<file path="src/rtl/rdma_rx_dispatch.sv">
// rtl/rdma_rx_dispatch.sv - classify inbound RDMA headers and push each one to its local queue
// One-entry holding register; unknown opcodes or a nonzero RV field are dropped and counted.
module rdma_rx_dispatch #(
    parameter int TID_W = 4,
    parameter int CNT_W = 16
) (
    input  logic             clock,
    input  logic             reset,
    input  logic             hdrValid,
    output logic             hdrReady,
    input  logic [15:0]      hdrControl,
    input  logic [51:0]      hdrWR,
    output logic             reqPush,
    output logic [51:0]      reqData,
    input  logic             reqFull,
    output logic             ackFifoPush,
    output logic [27:0]      ackFifoDataIn,
    input  logic             ackFifoFull,
    output logic             offloadFifoPush,
    output logic [7:0]       offloadFifoDataIn,
    input  logic             offloadFifoFull,
    output logic             wrDoneFifoPush,
    output logic [7:0]       wrDoneFifoDataIn,
    input  logic             wrDoneFifoFull,
    output logic [7:0]       dropCnt,
    output logic             ackSeqErr,
    output logic [CNT_W-1:0] sendCnt,
    output logic [CNT_W-1:0] rcvCnt,
    output logic [CNT_W-1:0] reqCnt,
    output logic [CNT_W-1:0] ackCnt
);

    localparam logic [3:0] OP_SEND = 4'b0000;
    localparam logic [3:0] OP_RCV  = 4'b0001;
    localparam logic [3:0] OP_REQ  = 4'b0011;
    localparam logic [3:0] OP_ACK  = 4'b0111;

    typedef enum logic {S_EMPTY, S_LOADED} state_e;

    state_e             state_q, state_d;
    logic [1:0]         rv_q, rv_d;
    logic [3:0]         op_q, op_d;
    logic [51:0]        wr_q, wr_d;
    logic [7:0]         drop_q, drop_d;
    logic               err_q, err_d;
    logic [TID_W-1:0]   exp_tid_q, exp_tid_d;
    logic [CNT_W-1:0]   send_q, send_d, rcv_q, rcv_d, req_q, req_d, ack_q, ack_d;

    logic loaded, is_send, is_rcv, is_req, is_ack, is_drop, target_full, retire, accept;
    logic [TID_W-1:0] held_tid;
    logic unused_ctrl;

    assign unused_ctrl = ^{hdrControl[15:8], hdrControl[5:4]};

    assign loaded   = (state_q == S_LOADED);
    assign is_send  = (rv_q == 2'b00) && (op_q == OP_SEND);
    assign is_rcv   = (rv_q == 2'b00) && (op_q == OP_RCV);
    assign is_req   = (rv_q == 2'b00) && (op_q == OP_REQ);
    assign is_ack   = (rv_q == 2'b00) && (op_q == OP_ACK);
    assign is_drop  = !(is_send || is_rcv || is_req || is_ack);
    assign held_tid = wr_q[51 -: TID_W];

    assign target_full = (is_send && offloadFifoFull) || (is_rcv && wrDoneFifoFull) ||
                         (is_req && reqFull) || (is_ack && ackFifoFull);

    // Drops retire unconditionally so a full queue never blocks garbage from draining.
    assign retire   = loaded && (is_drop || !target_full);
    assign hdrReady = !loaded || retire;
    assign accept   = hdrValid && hdrReady;

    assign offloadFifoPush = loaded && is_send && !offloadFifoFull;
    assign wrDoneFifoPush  = loaded && is_rcv  && !wrDoneFifoFull;
    assign reqPush         = loaded && is_req  && !reqFull;
    assign ackFifoPush     = loaded && is_ack  && !ackFifoFull;

    assign reqData           = wr_q;
    assign ackFifoDataIn     = wr_q[51:24];
    assign offloadFifoDataIn = wr_q[51:44];
    assign wrDoneFifoDataIn  = wr_q[51:44];

    assign dropCnt   = drop_q;
    assign ackSeqErr = err_q;
    assign sendCnt   = send_q;
    assign rcvCnt    = rcv_q;
    assign reqCnt    = req_q;
    assign ackCnt    = ack_q;

    always_comb begin
        state_d   = state_q;
        rv_d      = rv_q;
        op_d      = op_q;
        wr_d      = wr_q;
        drop_d    = drop_q;
        err_d     = err_q;
        exp_tid_d = exp_tid_q;
        send_d    = send_q;
        rcv_d     = rcv_q;
        req_d     = req_q;
        ack_d     = ack_q;

        if (accept) begin
            rv_d    = hdrControl[7:6];
            op_d    = hdrControl[3:0];
            wr_d    = hdrWR;
            state_d = S_LOADED;
        end else if (retire) begin
            state_d = S_EMPTY;
        end

        if (loaded && is_drop && (drop_q != 8'hFF)) drop_d = drop_q + 8'd1;

        // Resynchronise to whatever TID arrived so one gap flags once, not forever.
        if (ackFifoPush) begin
            if (held_tid != exp_tid_q) err_d = 1'b1;
            exp_tid_d = held_tid + TID_W'(1);
            ack_d     = ack_q + CNT_W'(1);
        end
        if (offloadFifoPush) send_d = send_q + CNT_W'(1);
        if (wrDoneFifoPush)  rcv_d  = rcv_q + CNT_W'(1);
        if (reqPush)         req_d  = req_q + CNT_W'(1);
    end

    always_ff @(posedge clock or negedge reset) begin
        if (!reset) begin
            state_q   <= S_EMPTY;
            rv_q      <= 2'b00;
            op_q      <= 4'b0000;
            wr_q      <= '0;
            drop_q    <= '0;
            err_q     <= 1'b0;
            exp_tid_q <= '0;
            send_q    <= '0;
            rcv_q     <= '0;
            req_q     <= '0;
            ack_q     <= '0;
        end else begin
            state_q   <= state_d;
            rv_q      <= rv_d;
            op_q      <= op_d;
            wr_q      <= wr_d;
            drop_q    <= drop_d;
            err_q     <= err_d;
            exp_tid_q <= exp_tid_d;
            send_q    <= send_d;
            rcv_q     <= rcv_d;
            req_q     <= req_d;
            ack_q     <= ack_d;
        end
    end

endmodule

</file>
<file path="config.mk">
export PLATFORM = sky130hd
export DESIGN_NAME = rdma_rx_dispatch
export DESIGN_NICKNAME = d
export VERILOG_FILES = /design/src/rtl/rdma_rx_dispatch.sv
export SDC_FILE = /design/constraint.sdc
export NUM_CORES = 1
export LEC_CHECK = 0
export CORE_MARGIN = 3
export CORE_UTILIZATION = 44
export DETAILED_ROUTE_END_ITERATION = 10
export MAX_ROUTING_LAYER = met4
export PLACE_DENSITY = 0.81
export SLEW_MARGIN = 20
export SYNTH_ARGS = -nofsm -noshare
export SYNTH_HDL_FRONTEND = slang
export SYNTH_SLANG_ARGS = --single-unit
</file>
<file path="constraint.sdc">
create_clock -name clock -period 2.8 [get_ports clock]
set_input_delay 0.7 -clock clock [delete_from_list [all_inputs] [get_ports clock]]
set_output_delay 0.7 -clock clock [all_outputs]
set_load 0.005 [all_outputs]
</file>
==> flow_summary.ini <==
[clock_tree]
clkLatencyLatePin_ns = 0.41
cts.root.buffer_cell = sky130_fd_sc_hd__clkbuf_16
clock_pin_slew_worst_setup_and_hold_paths_ns = 0.06
cts-hold-fix-buffers = 0
tritoncts.num_buffers = 17
cts.sink_count = 136
cts_tree = done
clock_tree.buffer_depth = 2
htree_num_levels = 4

[floorplan]
dieWidth_um = 124
floorplan.io_pins = 249
core-area_um2 = 13500
initial_core_util = 0.459
dieHeight_um = 124
floorplan.die_area_um2 = 15500
rows = 42

[critical_path]
critical_path_required_ns = 2.10
critical_path.startpoint_type = register
crit_chain = or4b_4, buf_6, nor4_4, buf_4, clkdlybuf4s15_2
critPathCaptureType = primary output
critical_path_class = register to primary output
worstPathArrival_ns = 2.02
critical_path_peak_fanout = 5
max_stage_delay_cell_worst_path = sky130_fd_sc_hd__or4b_4
count_of_cells_along_the_worst_register_to_register_path = 6
timing.critical_path.slowest_cell_delay_ns = 0.59
r2r_setup_slk_ns = 0.33

[finish]
layout.cells.most_common_list = sky130_fd_sc_hd__clkdlybuf4s50_1, sky130_fd_sc_hd__dfrtp_1, sky130_fd_sc_hd__xnor2_1, sky130_fd_sc_hd__mux2_1, sky130_fd_sc_hd__nand2_1
mostFrequentLayoutCell = sky130_fd_sc_hd__clkdlybuf4s50_1
antennaDiodeCount = 0
nNetsFinal = 810
fin_area_um2 = 9280
area_delta_synth_final_pct = 50.4
final_layout_size_suffix_gt1_frac = 0.124

[synth]
synth-async-reset-ratio = 1.00
synth-warning-count = 0
yosysSeqAreaShare = 0.552
synth.distinct_cells = 41
post_synthesis_register_bit_count = 136
netlist_instances = 495
synth_area_leader_cell = sky130_fd_sc_hd__dfrtp_1
synth-edff-count = 0
synth_area_per_cell_um2 = 12.5
postSynthNetCount = 576
postSynth.topFlopCell = sky130_fd_sc_hd__dfrtp_1
synthesis.area_um2 = 6170
post-synth-top-area-fraction = 0.552
netlist_top_cells_area = sky130_fd_sc_hd__dfrtp_1, sky130_fd_sc_hd__mux2_1, sky130_fd_sc_hd__xnor2_1

[sta]
worst_slew_margin_rel = 0.448
fmax_mhz = 367
hold_viol = 0
rsz0062_at_grt = false
slew_viol_final = 0
skew_ns = 0.00657
worst_slew_pin_slew_ns = 0.807
post-route-min-period_ns = 2.72
setup_slack_ns = 0.0764
final_period_util = 0.973
timing.final.setup_violations = 0

[pwr]
vdd_ir_drop_max_v = 0.000512
total_power_uw = 5580
p_leak_uw = 0.00396
power.density_nw_per_um2 = 602

[placement]
placement.io_buffers = 238
placed_cell_area_um2 = 8590
gp_routability_congestion = 0.846
half_perimeter_wire_length_after_detailed_placement_um = 11500
place_worst_setup_slack_ns = -0.318

[drt]
dr_total_vias = 4720
drt_pre_antenna_iters = 4
route.detailed.drc = 0
routed_via_density = 5.14
routed_wire_length_per_instance_um = 17.1
detailedRoute.firstIterationViolations = 223
detail_route.wirelength_um = 15700
antenna_violating_nets_post_route = 0

[outcome]
run_status = finished clean

[grt]
grt.total_usage = 0.213
grt_start_max_net_pins = 68
grt_overflow = 0
grt_antenna_before_repair = 0
grt_pass1_vias = 4951
grt_first_pass_wirelength_um = 26100

[min_path]
min_path_type = input pin to asynchronous set/reset pin

[job]
cap_violations = 0
==> what timing repair did <==
action	CTS	global route
pin swaps	3	2
gates resized for setup	21	2
endpoints found under the hold margin	0	0
gates cloned	0	0
buffers inserted	6	0
setup endpoints to repair	5	2
==> final cells by class <==
class | count | area, um^2
Fill cell | 968 | 4180
Sequential cell | 136 | 3410
Timing Repair Buffer | 270 | 2650
Multi-Input combinational cell | 299 | 2380
Clock buffer | 21 | 480
Tap cell | 176 | 220
Clock inverter | 11 | 121
Inverter | 5 | 18.8
==> critical path: cells and delay by family (launching register included) <==
| kind | cells | cell delay, ns |
|---|---|---|
| buffers and inverters | 3 | 0.50 |
| DFF | 1 | 0.39 |
| and+or+nand+nor | 2 | 0.72 |
==> synthesized netlist by cell type (5+ instances only) <==
cell / n
sky130_fd_sc_hd__xor2_1: 22
sky130_fd_sc_hd__buf_4: 44
sky130_fd_sc_hd__dfrtp_1: 136
sky130_fd_sc_hd__mux2_1: 50
sky130_fd_sc_hd__nor3_1: 6
sky130_fd_sc_hd__xnor2_1: 50
sky130_fd_sc_hd__nand4_1: 28
sky130_fd_sc_hd__nand3_1: 21
sky130_fd_sc_hd__ha_1: 6
sky130_fd_sc_hd__and4_1: 8
sky130_fd_sc_hd__buf_6: 5
sky130_fd_sc_hd__inv_1: 5
sky130_fd_sc_hd__clkbuf_1: 5
sky130_fd_sc_hd__nor2_1: 13
sky130_fd_sc_hd__mux2_2: 10
sky130_fd_sc_hd__and3_1: 12
sky130_fd_sc_hd__nor4_1: 7
sky130_fd_sc_hd__nand2_1: 34
==> layer usage <==
metal  wire [um]  global-route usage  vias up
met5           0                   -        -
met4         227              0.0664        0
met3         936              0.0579       25
met2        8170               0.361      179
met1        6350               0.249     2346
li1            -                   -     2170
==> metrics by stage <==
| step | setup TNS (ns) | util | cells | hold WS (ns) |
|---|---|---|---|---|
| final | 0 | 0.690 | 918 | 0.277 |
| after global routing | 0 | 0.690 | 918 | 0.310 |
| after CTS | -0.0209 | 0.690 | 919 | 0.293 |
| after detailed placement | -0.844 | 0.639 | 881 | 0.447 |
| after global placement | -0.793 | 0.639 | 881 | 0.441 |
| after floorplan | 0 | - | 495 | 0.404 |
==> flip-flops by register name, indices dropped and copies added (netlist names) <==
register / count
ackCnt: 16
ackSeqErr: 1
dropCnt: 8
exp_tid_q: 4
loaded: 1
op_q: 4
rcvCnt: 16
reqCnt: 16
reqData: 52
rv_q: 2
sendCnt: 16
==> path summary, 6_finish.rpt <==
check,startpoint,end
max in group asynchronous,reset,ackCnt[11]
min in group clock,ackSeqErr,ackSeqErr
worst max-delay path,rv_q[1],offloadFifoPush
worst max register to register,op_q[1],reqData[23]
worst min-delay path,reset,sendCnt[11]
worst min register to register,ackSeqErr,ackSeqErr
==> logic make-up (layout without fill, tap and decap cells) <==
family,Yosys count,in the layout,share of synthesized area
AOI/OAI and AO/OA,13,13,0.0168
xor gates and xnor gates,72,72,0.102
adders and majority gates,6,6,0.0122
buffers and inverters,60,307,0.0696
DFF,136,136,0.552
muxes,62,62,0.113
and+or+nand+nor,146,146,0.135
==> power breakdown <==
part,internal [uW],switching (uW)
logic,663,344
clock network,1400,810
registers,2160,212
No activity file was read; power rests on OpenSTA's default activity.
